==> src/rtl/ema_alu_pkg.sv <==
// Shared constants for the EMA filter arithmetic unit: operation codes and
// the width of the mode field carried alongside each beat.
package ema_alu_pkg;

    localparam int MODE_W = 3;

    localparam logic [MODE_W-1:0] ALU_IDLE    = 3'd0;
    localparam logic [MODE_W-1:0] ALU_ADD     = 3'd1;
    localparam logic [MODE_W-1:0] ALU_MULT    = 3'd2;
    localparam logic [MODE_W-1:0] ALU_SUB     = 3'd3;
    localparam logic [MODE_W-1:0] ALU_MULQ    = 3'd4;
    localparam logic [MODE_W-1:0] ALU_MAC     = 3'd5;
    localparam logic [MODE_W-1:0] ALU_ACC_CLR = 3'd6;

endpackage

==> src/rtl/ema_sat.sv <==
// Combinational signed saturator: clips a wide two's-complement value into
// the signed WOUT range and flags whether clipping happened.
module ema_sat #(
    parameter int WIN_FULL = 34,
    parameter int WOUT     = 32
) (
    input  logic signed [WIN_FULL-1:0] value,
    output logic signed [WOUT-1:0]     clipped,
    output logic                       sat
);

    generate
        if (WIN_FULL > WOUT) begin : g_clip
            localparam logic signed [WIN_FULL-1:0] MAX_VAL =
                {{(WIN_FULL-WOUT+1){1'b0}}, {(WOUT-1){1'b1}}};
            localparam logic signed [WIN_FULL-1:0] MIN_VAL =
                {{(WIN_FULL-WOUT+1){1'b1}}, {(WOUT-1){1'b0}}};

            // Compare against the output range limits and clip when outside
            always_comb begin
                clipped = value[WOUT-1:0];
                sat     = 1'b0;
                if (value > MAX_VAL) begin
                    clipped = MAX_VAL[WOUT-1:0];
                    sat     = 1'b1;
                end else if (value < MIN_VAL) begin
                    clipped = MIN_VAL[WOUT-1:0];
                    sat     = 1'b1;
                end
            end
        end else begin : g_pass
            // A value no wider than the output always fits, so sign-extend only
            assign clipped = WOUT'(value);
            assign sat     = 1'b0;
        end
    endgenerate

endmodule

==> src/rtl/ema_alu_pipe.sv <==
// Two-stage registered arithmetic unit for the EMA filter datapath.
// Stage 1 captures the beat; stage 2 computes, saturates and registers the
// result together with the running MAC accumulator. A stalled output freezes
// both stages, so beats are never dropped or duplicated.
module ema_alu_pipe
    import ema_alu_pkg::*;
#(
    parameter int WIN   = 16,
    parameter int WCOEF = 17,
    parameter int WOUT  = 32,
    parameter int FRAC  = 16
) (
    input  logic                     clk,
    input  logic                     rst,
    input  logic                     valid_i,
    output logic                     ready_o,
    input  logic [MODE_W-1:0]        mode_i,
    input  logic signed [WIN-1:0]    op1_i,
    input  logic signed [WCOEF-1:0]  op2_i,
    output logic                     valid_o,
    input  logic                     ready_i,
    output logic signed [WOUT-1:0]   res_o,
    output logic                     sat_o
);

    // Operands need WIN+WCOEF+1 bits; one more bit above the larger of that
    // and WOUT leaves headroom for accumulator + product without wrapping.
    localparam int WFULL = WIN + WCOEF + 1;
    localparam int WCALC = ((WFULL > WOUT) ? WFULL : WOUT) + 1;

    localparam logic signed [WCALC-1:0] ROUND_HALF =
        {{(WCALC-1){1'b0}}, 1'b1} <<< (FRAC - 1);

    logic                     stall;
    logic                     s1_valid;
    logic [MODE_W-1:0]        s1_mode;
    logic signed [WIN-1:0]    s1_op1;
    logic signed [WCOEF-1:0]  s1_op2;
    logic signed [WOUT-1:0]   acc;

    logic signed [WCALC-1:0]  op1_x;
    logic signed [WCALC-1:0]  op2_x;
    logic signed [WCALC-1:0]  prod;
    logic signed [WCALC-1:0]  pre_sat;
    logic signed [WOUT-1:0]   res_clip;
    logic                     res_flag;

    assign stall   = valid_o && !ready_i;
    assign ready_o = !stall;

    // Stage 1: capture an accepted beat, or a bubble when nothing is offered
    always_ff @(posedge clk) begin
        if (rst) begin
            s1_valid <= 1'b0;
            s1_mode  <= ALU_IDLE;
            s1_op1   <= '0;
            s1_op2   <= '0;
        end else if (!stall) begin
            s1_valid <= valid_i;
            if (valid_i) begin
                s1_mode <= mode_i;
                s1_op1  <= op1_i;
                s1_op2  <= op2_i;
            end
        end
    end

    assign op1_x = WCALC'(s1_op1);
    assign op2_x = WCALC'(s1_op2);
    assign prod  = op1_x * op2_x;

    // Full-precision result selection before saturation; MAC folds in the accumulator
    always_comb begin
        pre_sat = '0;
        case (s1_mode)
            ALU_ADD:  pre_sat = op1_x + op2_x;
            ALU_MULT: pre_sat = prod;
            ALU_SUB:  pre_sat = op1_x - op2_x;
            ALU_MULQ: pre_sat = (prod + ROUND_HALF) >>> FRAC;
            ALU_MAC:  pre_sat = WCALC'(acc) + prod;
            default:  pre_sat = '0;
        endcase
    end

    // The MAC result is the new accumulator, so one saturator serves both paths
    ema_sat #(
        .WIN_FULL (WCALC),
        .WOUT     (WOUT)
    ) u_res_sat (
        .value   (pre_sat),
        .clipped (res_clip),
        .sat     (res_flag)
    );

    // Stage 2: register result and flag, update the accumulator only when loading
    always_ff @(posedge clk) begin
        if (rst) begin
            valid_o <= 1'b0;
            res_o   <= '0;
            sat_o   <= 1'b0;
            acc     <= '0;
        end else if (!stall) begin
            valid_o <= s1_valid;
            if (s1_valid) begin
                res_o <= res_clip;
                sat_o <= res_flag;
                if (s1_mode == ALU_MAC) begin
                    acc <= res_clip;
                end else if (s1_mode == ALU_ACC_CLR) begin
                    acc <= '0;
                end
            end
        end
    end

endmodule

==> config.mk <==
export PLATFORM = sky130hd
export DESIGN_NAME = ema_alu_pipe
export DESIGN_NICKNAME = d
export VERILOG_FILES = /design/src/rtl/ema_alu_pkg.sv /design/src/rtl/ema_sat.sv /design/src/rtl/ema_alu_pipe.sv
export SDC_FILE = /design/constraint.sdc
export NUM_CORES = 1
export LEC_CHECK = 0
export BUFFER_PORTS_ARGS = -buffer_cell sky130_fd_sc_hd__buf_2
export CAP_MARGIN = 40
export CORE_UTILIZATION = 40
export CTS_CLUSTER_DIAMETER = 120
export DETAILED_ROUTE_END_ITERATION = 10
export GPL_TIMING_DRIVEN = 0
export HOLD_SLACK_MARGIN = 0.03
export SYNTH_ARGS = -nofsm -noshare
export SYNTH_HDL_FRONTEND = slang
export SYNTH_HIERARCHICAL = 1
export SYNTH_SLANG_ARGS = --single-unit
==> constraint.sdc <==
create_clock -name clk -period 11.12 [get_ports clk]
set_input_delay 1.668 -clock clk [delete_from_list [all_inputs] [get_ports clk]]
set_output_delay 1.668 -clock clk [all_outputs]
set_load 0.005 [all_outputs]
=== Yosys cells after proc, flatten, opt, wreduce, memory -nomap -nowiden ===
Cells that the tools add are included.

* Word-level logic and storage cells: 36
* Output and inout port bits: 35
* RAM bits: 0
* Bits in registers: 103
* Memories kept: 0
* Memory bits (read-only): 0
* Bits in latches: 0
* Input port bits: 40

* Reductions and logical operators: 7
* Shifts and indexed selects: 0
* Multipliers: 1
* Mux-type cells: 7
* Divide/modulo/power cells: 0
* Magnitude comparators: 2
* $add $sub $neg: 4
* Equal/unequal tests: 6
* Bitwise operators: 1

{| class="wikitable"
|+ Operator list
! cell !! count
|-
| case mux 35 bit (5 select lines) || 1
|-
| two-way mux 32 bit || 4
|-
| > comparator 35 x 32 -> 1 bit, second input constant || 1
|-
| less-than comparator 35 x 32 -> 1 bit, second input constant || 1
|-
| adder 32 x 33 -> 34 bit || 1
|-
| adder 33 x 17 -> 34 bit, second input constant || 1
|-
| multiplier 16 x 17 -> 33 bit || 1
|-
| adder 16 x 17 -> 18 bit || 1
|-
| subtractor 16 x 17 -> 18 bit || 1
|-
| equality test 3 bit, second input constant || 3
|-
| equality test 3 x 2 -> 1 bit, second input constant || 2
|-
| AND reduction 2 bit || 2
|-
| equality test 3 x 1 -> 1 bit, second input constant || 1
|-
| AND reduction 3 bit || 1
|-
| logical NOT 1 bit || 2
|-
| two-way mux 1 bit || 2
|-
| nonzero test 2 bit || 1
|-
| logical AND 1 bit || 1
|-
| NOT 1 bit || 1
|}

=== Depth between registers and ports, before layout ===
Gate-level depths: netlist (run 1).

* Word-level depth: 7
* Depth in mapped cells: 40
* Gate-level depth less buffers: 36

=== Modules after synthesis ===
Netlist (run 1), hierarchy kept.

{| class="wikitable"
|+ By module, submodules not included
! module !! sequential area each (um2) !! area an instance (um2) !! instances !! cells an instance
|-
| ema_alu_pipe || 2062.0 || 18351.4 || 1 || 2224
|-
| ema_sat || 0.0 || 830.8 || 1 || 119
|}

=== Worst setup path before layout (run 1) ===
OpenSTA, ideal clock, no wires.

* Kind: register -> register
* Start: register s1_op1[9]
* End: register acc[17]
* Arrival: 8.547 ns
* Period minus slack after synthesis: 8.675 ns
* Setup time: 0.128 ns
* Stages on the path, launching flop included: 41
* Data required time: 10.992 ns
* Path buffers: 5
* Setup slack: 2.445 ns
* Path through: dfxtp_1 -> clkbuf_1 -> clkbuf_1 -> nand2_1 -> fa_1 -> inv_1 -> fa_1 -> inv_1 -> fa_1 -> inv_1 -> fa_1 -> fa_1 -> inv_1 -> fa_1 -> inv_1 -> ha_1 -> buf_4 -> nand2_1 -> [5 not listed] -> inv_1 -> ha_1 -> a21oi_1 -> nor2b_1 -> nor2_1 -> nand3_1 -> o21ai_0 -> o21ai_0 -> nand4_1 -> a21oi_1 -> xor2_1 -> a221o_1 -> buf_6 -> buf_6 -> nor4_1 -> nor3_1 -> a22oi_1 -> nor2_1

* Word-level cells in the longest chain between the ends: 7
* Elaborated cells on any way between the ends: 11
* Classes of those cells: add/sub: 4; mul: 1; order compare: 2; mux: 4

{| class="wikitable"
|+ Ends and longest elaborated chain
! item !! RTL line !! text
|-
| start, declared || ema_alu_pipe.sv:37 || <nowiki>logic signed [WIN-1:0] s1_op1;</nowiki>
|-
| start signal, assigned || ema_alu_pipe.sv:62 || <nowiki>s1_op1 <= op1_i;</nowiki>
|-
| multiplier 16 x 17 -> 33 bit || ema_alu_pipe.sv:70 || <nowiki>assign prod = op1_x * op2_x;</nowiki>
|-
| adder 32 x 33 -> 34 bit or adder 33 x 17 -> 34 bit (tied branches) || ema_alu_pipe.sv:80, ema_alu_pipe.sv:79 ||
|-
| case mux 35 bit (5 select lines) (*) || ema_alu_pipe.sv:75 || <nowiki>case (s1_mode)</nowiki>
|-
| net pre_sat[32] || ema_alu_pipe.sv:44 || <nowiki>logic signed [WCALC-1:0] pre_sat;</nowiki>
|-
| less-than comparator 35 x 32 -> 1 bit || ema_sat.sv:26 || <nowiki>end else if (value < MIN_VAL) begin</nowiki>
|-
| two-way mux 32 bit || ema_sat.sv:26 ||
|-
| two-way mux 32 bit (*) || ema_sat.sv:23 || <nowiki>if (value > MAX_VAL) begin</nowiki>
|-
| net res_clip[17] || ema_alu_pipe.sv:45 || <nowiki>logic signed [WOUT-1:0] res_clip;</nowiki>
|-
| two-way mux 32 bit (*) || ema_alu_pipe.sv:107 || <nowiki>if (s1_mode == ALU_MAC) begin</nowiki>
|-
| end signal, assigned || ema_alu_pipe.sv:108 || <nowiki>acc <= res_clip;</nowiki>
|-
| end, declared || ema_alu_pipe.sv:39 || <nowiki>logic signed [WOUT-1:0] acc;</nowiki>
|}

The timed path passes the listed nets; every way through them passes the cells marked *.
A chain may end at the register's enable or synchronous reset.

=== Final worst setup path (run 1) ===
* Start: register s1_op2[9]
* End: register res_o[1]

* Word-level cells in the longest chain between the ends: 6
* Elaborated cells on any way between the ends: 10
* Classes of those cells: add/sub: 4; mul: 1; order compare: 2; mux: 3

{| class="wikitable"
|+ Ends and longest elaborated chain
! item !! RTL line !! text
|-
| start, declared || ema_alu_pipe.sv:38 || <nowiki>logic signed [WCOEF-1:0] s1_op2;</nowiki>
|-
| start signal, assigned || ema_alu_pipe.sv:63 || <nowiki>s1_op2 <= op2_i;</nowiki>
|-
| multiplier 16 x 17 -> 33 bit || ema_alu_pipe.sv:70 ||
|-
| adder 32 x 33 -> 34 bit or adder 33 x 17 -> 34 bit (tied branches) || ema_alu_pipe.sv:80, ema_alu_pipe.sv:79 ||
|-
| case mux 35 bit (5 select lines) (*) || ema_alu_pipe.sv:75 ||
|-
| net pre_sat[32] || ema_alu_pipe.sv:44 ||
|-
| less-than comparator 35 x 32 -> 1 bit || ema_sat.sv:26 ||
|-
| two-way mux 32 bit || ema_sat.sv:26 ||
|-
| two-way mux 32 bit (*) || ema_sat.sv:23 ||
|-
| net res_clip[1] || ema_alu_pipe.sv:45 ||
|-
| end signal, assigned || ema_alu_pipe.sv:105 || <nowiki>res_o <= res_clip;</nowiki>
|-
| end, declared || ema_alu_pipe.sv:22 || <nowiki>output logic signed [WOUT-1:0] res_o,</nowiki>
|}

Marked as above.

==> results.ini, run 1 <==
[status]
status = complete, no violations

[clock_network]
cts_buffers = 9
clk_latency_ns = 0.42
clock-root-buffer = clkbuf_16
cts_sinks = 103
cts_hold_buf = 0
cts_buffer_depth = 2
htreeDepth = 3
cts_tree = built
clk_pin_slew_ns = 0.09

[min_path]
hold-path-cell-count = 2
hp-start = res_o[26]
hold_class = reg -> reg
hold_path_end = res_o[26]

[routing]
remaining_drc_errors = 0
wirelength_mm = 60.3
vias_per_cell = 5.48
ant_nets = 0
firstDrtPassIters = 6
dr_total_vias = 16700
wl_per_cell_um = 19.8
drt_iter0_drc = 1364

[timing]
post-route-period-util = 0.960
tightestPinTransition_ns = 0.928
clock_skew_ns = 0.0289
relSlewSlack = 0.376
drv_slew = 0
postLayoutSetupSlackWorst_ns = 0.446
finalSetupViolations = 0
min_period_ns = 10.67
rsz0062_at_grt = no
finalHoldViolCount = 0
timing.fmax_mhz = 93.7
fin_setup_tns_ns = 0

[floorplanning]
die_area_um2 = 48800
die_w_um = 221
core_area_um2 = 47000
initial_core_util = 0.409
boundaryPins = 75
die_h_um = 221
rows = 79

[yosys]
netlist.area_leader.share = 0.291
ys_seq_area_frac = 0.107
synth-edff-count = 0
async_reset_ff_frac = 0
yosys.area.top_type = fa_1
syn_inst = 2343
ys_warn_count = 6
mappedNetlistNets = 2815
ys_seq_elements = 103
synth_cell_types = 92
netlist_top_cells_area = fa_1 (29%), dfxtp_1 (11%), ha_1 (10%)
synth-main-ff-cell = dfxtp_1
synth_area_um2 = 19200
syn_area_per_cell_um2 = 8.19

[grt]
antenna_found_initial = 1
grt_max_degree = 20
gr-total-overflow = 0
grt_pass1_vias = 17000
grt_pass1_wl_mm = 97.9
grt_usage = 0.257

[placed_design]
port_buffers = 73
gp_congestion = 0.983
place_worst_setup_slack_ns = 0.664
dp_cells = 3023
hpwlAfterDp_mm = 50.8

[worst_setup_path]
crit_type = reg -> reg
reg2reg_depth = 34
crit_path_max_incr_delay_ns = 0.65
cpMaxStageDelayCell = fa_1
cpMostUsedCell = fa_1
cp-start-kind = register
required_ns = 11.44
regToRegSetupSlack_ns = 0.45
crit_fanout = 10
reg2reg_to = res_o[1]
cp_data_arrival_time_ns = 10.99
endpoint_kind = register
crit_family = adder cells
timing.rr.start = s1_op2[9]
cp_num_buf_inv = 7

[final_layout]
syn_to_final_growth_pct = 7.44
multi_input_area_um2 = 15000
ff_latch_area_um2 = 2060
finish.utilization = 0.439
nets = 2899
drive_above_1_share = 0.0654
fillers = 4767
stdcell_count = 3040

[pwr]
irDropWorstVdd_v = 0.0000865
power_density_nw_per_um2 = 95.1
power.leakage_nw = 9.76
total_power_mw = 1.96

[run]
drv_cap = 0

cells in the mapped netlist, types with 13 or more instances:
cell type / number
fa_1: 279
dfxtp_1: 103
a21boi_0: 26
nor2b_1: 14
a221o_1: 16
nand3_1: 20
nor2_1: 120
and2_1: 113
nand2b_1: 17
xnor2_1: 56
xor2_1: 32
ha_1: 153
buf_6: 13
nor3_1: 55
nand2_1: 323
nand4_1: 17
o21ai_0: 56
a21o_1: 30
nor4_1: 32
inv_1: 387
clkbuf_1: 88
a22oi_1: 39
a211oi_1: 14
a21oi_1: 149
worst max path at each step:
stage | startpoint | to | slack (ns) | cells after the start
6_report | s1_op2[9] | res_o[1] | 0.45 | 34
5_1_grt | s1_op2[8] | acc[11] | 0.002 | 34
4_1_cts | s1_op1[8] | acc[11] | 0.63 | 37
3_5_place_dp | s1_op1[8] | acc[11] | 0.66 | 40
3_3_place_gp | s1_op2[8] | acc[11] | 0.68 | 34
2_1_floorplan | s1_op1[9] | acc[17] | 2.45 | 40
area by class of cell:
class | instances | area share
clock inverter | 7 | 0.00328
buffer | 125 | 0.0311
timing repair buffer | 73 | 0.0177
clock buffer | 9 | 0.0109
tap | 607 | 0.0369
inverter | 387 | 0.0705
sequential | 103 | 0.100
multi-input combinational | 1728 | 0.729
antenna | 1 | 0.000121
tightest hold or removal path, stage by stage (launching register included):
cell	delay, ns
dfxtp_1	0.31
nand2_1	0.05
a21oi_1	0.05
per-stage QoR:
step / hold slack (ns) / area (µm²)
after floorplan: 0.448 / 19200
after CTS: 0.458 / 20600
final: 0.453 / 20600
after global routing: 0.473 / 20600
after detailed placement: 0.445 / 20300
after global placement: 0.444 / 20300
registers in the layout, indices dropped and copies added, names as in the netlist:
register,flops
acc,32
res_o,32
s1_mode,3
s1_op1,16
s1_op2,17
s1_valid,1
sat_o,1
valid_o,1
metal layers:
metal | track usage | vias up | wire (µm)
met5 | 0 | - | 0
met1 | 0.368 | 8320 | 28200
met4 | 0.0742 | 0 | 1440
li1 | - | 7760 | -
met2 | 0.406 | 522 | 27100
met3 | 0.0308 | 64 | 3540
power breakdown:
part           internal (mW)  total (mW)  switching (mW)
combinational          0.433        1.19           0.756
sequential             0.391       0.423          0.0324
clock                  0.157       0.348           0.191
cells in the final DEF, fill, tap and decap left out, drive strengths merged, types with 16 or more instances in the layout:
cell type  instances
nand2            324
inv              389
a21o              30
ha               153
and2             113
nand2b            17
buf              105
xor2              35
clkbuf            99
fa               279
nand3             21
o21ai             62
dfxtp            103
a21boi            33
a22oi             39
a221o             16
nor3              56
xnor2             57
nor2             121
nand4             18
a21oi            151
nor4              34
timing repair:
item	4_1_cts	5_1_grt
setup buffers	0	0
setup endpoints to repair	0	6
gates resized for setup	0	9
cell families after synthesis:
kind of cell,share of synthesized area
flip-flops,0.107
AND/OR/NAND/NOR,0.191
buffers and inverters,0.109
multiplexers,0.00209
adder cells (fa/ha/maj),0.391
AO/OA/AOI/OAI,0.156
XOR/XNOR,0.0442
(Power assumes the default switching activity.)
==> run 2: changes to the inputs <==
- ABC_AREA: default -> 1
- GPL_TIMING_DRIVEN: 0 -> default
- SKIP_LAST_GASP: default -> 1
==> run 2 against run 1 <==
  * Combinational power up 71%
  * Fmax is 12% higher
  * Die area is 5.9% higher
  * Clock-buffer cell count unchanged
  * Clock power grew 3%
  * Total power up 44%
  * Synthesized cell count up 30%
  * Critical path type unchanged
  * Largest power group unchanged
==> results.ini, run 2 <==
[worst_setup_path]
reg2reg_depth = 36  ; was 34
crit_type = reg -> reg  ; unchanged
timing.rr.start = s1_op1[2]  ; was s1_op2[9]
crit_path_max_incr_delay_ns = 0.95  ; was 0.65 ns
cp-start-kind = register  ; unchanged
endpoint_kind = register  ; unchanged
cpMostUsedCell = nand2_1  ; was fa_1
crit_fanout = 32  ; was 10
cpMaxStageDelayCell = dfxtp_1  ; was fa_1
regToRegSetupSlack_ns = 1.63  ; was 0.45 ns
cp_data_arrival_time_ns = 9.75  ; was 10.99 ns
reg2reg_to = acc[13]  ; was res_o[1]
required_ns = 11.37  ; was 11.44 ns

[min_path]
hold-path-cell-count = 2  ; unchanged
hold_path_end = res_o[1]  ; was res_o[26]
hold_class = reg -> reg  ; unchanged
hp-start = res_o[1]  ; was res_o[26]

[timing]
rsz0062_at_grt = no  ; unchanged
fin_setup_tns_ns = 0  ; unchanged
finalSetupViolations = 0  ; unchanged
clock_skew_ns = 0.0203  ; was 0.0289 ns
min_period_ns = 9.49  ; was 10.67 ns
finalHoldViolCount = 0  ; unchanged
relSlewSlack = 0.355  ; was 0.376
drv_slew = 0  ; unchanged
timing.fmax_mhz = 105  ; was 93.7 MHz
tightestPinTransition_ns = 0.966  ; was 0.928 ns
post-route-period-util = 0.854  ; was 0.960

[clock_network]
post_cts_buffers = 0  ; unchanged
htreeDepth = 3  ; unchanged
clk_pin_slew_ns = 0.08  ; was 0.09 ns
cts_hold_buf = 0  ; unchanged
clk_latency_ns = 0.41  ; was 0.42 ns
cts_resized = 0  ; unchanged
cts_tree = built  ; unchanged
cts_buffers = 9  ; unchanged
clock-root-buffer = clkbuf_16  ; unchanged
cts_sinks = 103  ; unchanged
cts_buffer_depth = 2  ; unchanged

[pwr]
clkPwrFrac = 0.126  ; was 0.178
internal_power_mw = 1.17  ; was 0.981 mW
p_comb_frac = 0.718  ; was 0.607
power_density_nw_per_um2 = 130  ; was 95.1 nW/µm²
p_sw_mw = 1.65  ; was 0.979 mW
power.leakage_nw = 12.0  ; was 9.76 nW
p_sw_frac = 0.585  ; was 0.500
irDropWorstVdd_v = 0.0000850  ; was 0.0000865 V
pwr-share-seq = 0.156  ; was 0.216

[routing]
remaining_drc_errors = 0  ; unchanged
firstDrtPassIters = 6  ; unchanged
wl_per_cell_um = 18.7  ; was 19.8 µm
vias_per_cell = 5.23  ; was 5.48
ant_nets = 0  ; unchanged
drt_iter0_drc = 1388  ; was 1,364
wirelength_mm = 69.6  ; was 60.3 mm
dr_total_vias = 19500  ; was 16,700

[floorplanning]
boundaryPins = 75  ; unchanged
die_h_um = 227  ; was 221 µm
die_area_um2 = 51700  ; was 48,800 µm²
die_w_um = 227  ; was 221 µm
core_area_um2 = 50200  ; was 47,000 µm²
initial_core_util = 0.405  ; was 0.409
rows = 82  ; was 79

[final_layout]
drive_above_1_share = 0.0614  ; was 0.0654
nets = 3511  ; was 2,899
reg_top3 = acc: 32 flops, res_o: 32 flops, s1_op2: 17 flops  ; unchanged
layout_common_cells = nand2_1 (844), inv_1 (683), fa_1 (279)  ; was inv_1 (387), nand2_1 (323), fa_1 (279)
finalInstanceArea_um2 = 21800  ; was 20,600 µm²
fillers = 5226  ; was 4,767
finish.utilization = 0.434  ; was 0.439
final_common_cell = nand2_1  ; was inv_1
syn_to_final_growth_pct = 7.05  ; was 7.44%

[grt]
grt_max_degree = 68  ; was 20
grt_pass1_vias = 19500  ; was 17,000
antenna_found_initial = 1  ; unchanged
gr-total-overflow = 0  ; unchanged
grt_pass1_wl_mm = 109  ; was 97.9 mm
grt_usage = 0.278  ; was 0.257

[yosys]
synth_area_um2 = 20300  ; was 19,200 µm²
ys_warn_count = 6  ; unchanged
async_reset_ff_frac = 0  ; unchanged
syn_inst = 3042  ; was 2,343
synth_cell_types = 53  ; was 92
ys_seq_elements = 103  ; unchanged
synth-main-ff-cell = dfxtp_1  ; unchanged
yosys.area.top_type = fa_1  ; unchanged
netlist_top_cells_area = fa_1 (27%), nand2_1 (16%), inv_1 (13%)  ; was fa_1 (29%), dfxtp_1 (11%), ha_1 (10%)
mappedNetlistNets = 3514  ; was 2,815
synth-edff-count = 0  ; unchanged
synth_common_cells = nand2_1 (845), inv_1 (683), fa_1 (279)  ; was inv_1 (387), nand2_1 (323), fa_1 (279)
synth.most_common_cell = nand2_1  ; was inv_1
syn_area_per_cell_um2 = 6.68  ; was 8.19 µm²
netlist.area_leader.share = 0.275  ; was 0.291
ys_seq_area_frac = 0.101  ; was 0.107

[placed_design]
hpwlAfterDp_mm = 58.1  ; was 50.8 mm
port_buffers = 74  ; was 73
gp_congestion = 0.972  ; was 0.983
dpl-instance-area_um2 = 21400  ; was 20,300 µm²

[status]
status = complete, no violations  ; unchanged

[run]
drv_cap = 0  ; unchanged

[run 2: cell families (layout without fill, tap and decap cells)]
group / Yosys count / after routing / synth area share
other cells: 0 / 1 / 0
buf+inv: 812 / 814 / 0.153
fa+ha+maj: 432 / 432 / 0.369
flops: 103 / 103 / 0.101
xor+xnor: 25 / 25 / 0.0108
compound gates: 371 / 371 / 0.101
simple gates: 1299 / 1299 / 0.265
[run 2: worst max path at each step]
stage              start      end  slack [ns]  cells past startpoint
2_1_floorplan  s1_op1[1]  acc[17]        3.59                     42
3_3_place_gp   s1_op1[1]  acc[25]        1.80                     36
3_5_place_dp   s1_op1[2]  acc[13]        1.78                     36
4_1_cts        s1_op1[2]  acc[13]        1.74                     36
5_1_grt        s1_op1[2]  acc[18]        1.01                     36
6_report       s1_op1[2]  acc[13]        1.63                     36
[run 2: stage by stage]
stage               hold WS, ns  cells  power [mW]  setup slack (ns)
floorplan                 0.443   3042        1.83              3.59
global placement          0.447   3686        2.41              1.80
detailed placement        0.452   3700        2.45              1.78
CTS                       0.464   3716        2.82              1.74
global route              0.488   3717        3.09              1.01
finish                    0.459   3717        2.83              1.63
[run 2: critical path: cells and delay by family (launching register included)]
kind | cells | cell delay [ns]
adder cells (fa/ha/maj) | 8 | 3.84
AND/OR/NAND/NOR | 17 | 2.61
AO/OA/AOI/OAI | 5 | 1.02
flip-flops | 1 | 0.95
buffers and inverters | 6 | 0.92
[run 2: final cells by class]
| type | instances | area, µm² | area share |
|---|---|---|---|
| multi-input cells | 2127 | 15200 | 0.697 |
| clock buffers | 9 | 225 | 0.0104 |
| diodes | 1 | 2.50 | 0.000115 |
| repair buffers | 108 | 758 | 0.0348 |
| well taps | 672 | 841 | 0.0386 |
| clock inverters | 7 | 104 | 0.00477 |
| flip-flops and latches | 103 | 2060 | 0.0948 |
| inverters | 690 | 2590 | 0.119 |
[run 2: per-layer routing]
layer / track usage / vias to the layer above / part of all wire
li1: - / 9218 / -
met1: 0.370 / 9534 / 0.44
met2: 0.472 / 606 / 0.48
met3: 0.0336 / 100 / 0.054
met4: 0.0814 / 0 / 0.026
met5: 0 / - / 0
[run 2: power by group through the flow]
| stage | logic, mW | clock network (mW) | registers, mW |
|---|---|---|---|
| 2_1_floorplan | 1.40 | 0 | 0.427 |
| 5_1_grt | 2.27 | 0.378 | 0.445 |
| 3_3_place_gp | 1.95 | 0 | 0.466 |
| 3_5_place_dp | 2.00 | 0 | 0.448 |
| 6_report | 2.03 | 0.358 | 0.441 |
| 4_1_cts | 2.01 | 0.366 | 0.440 |
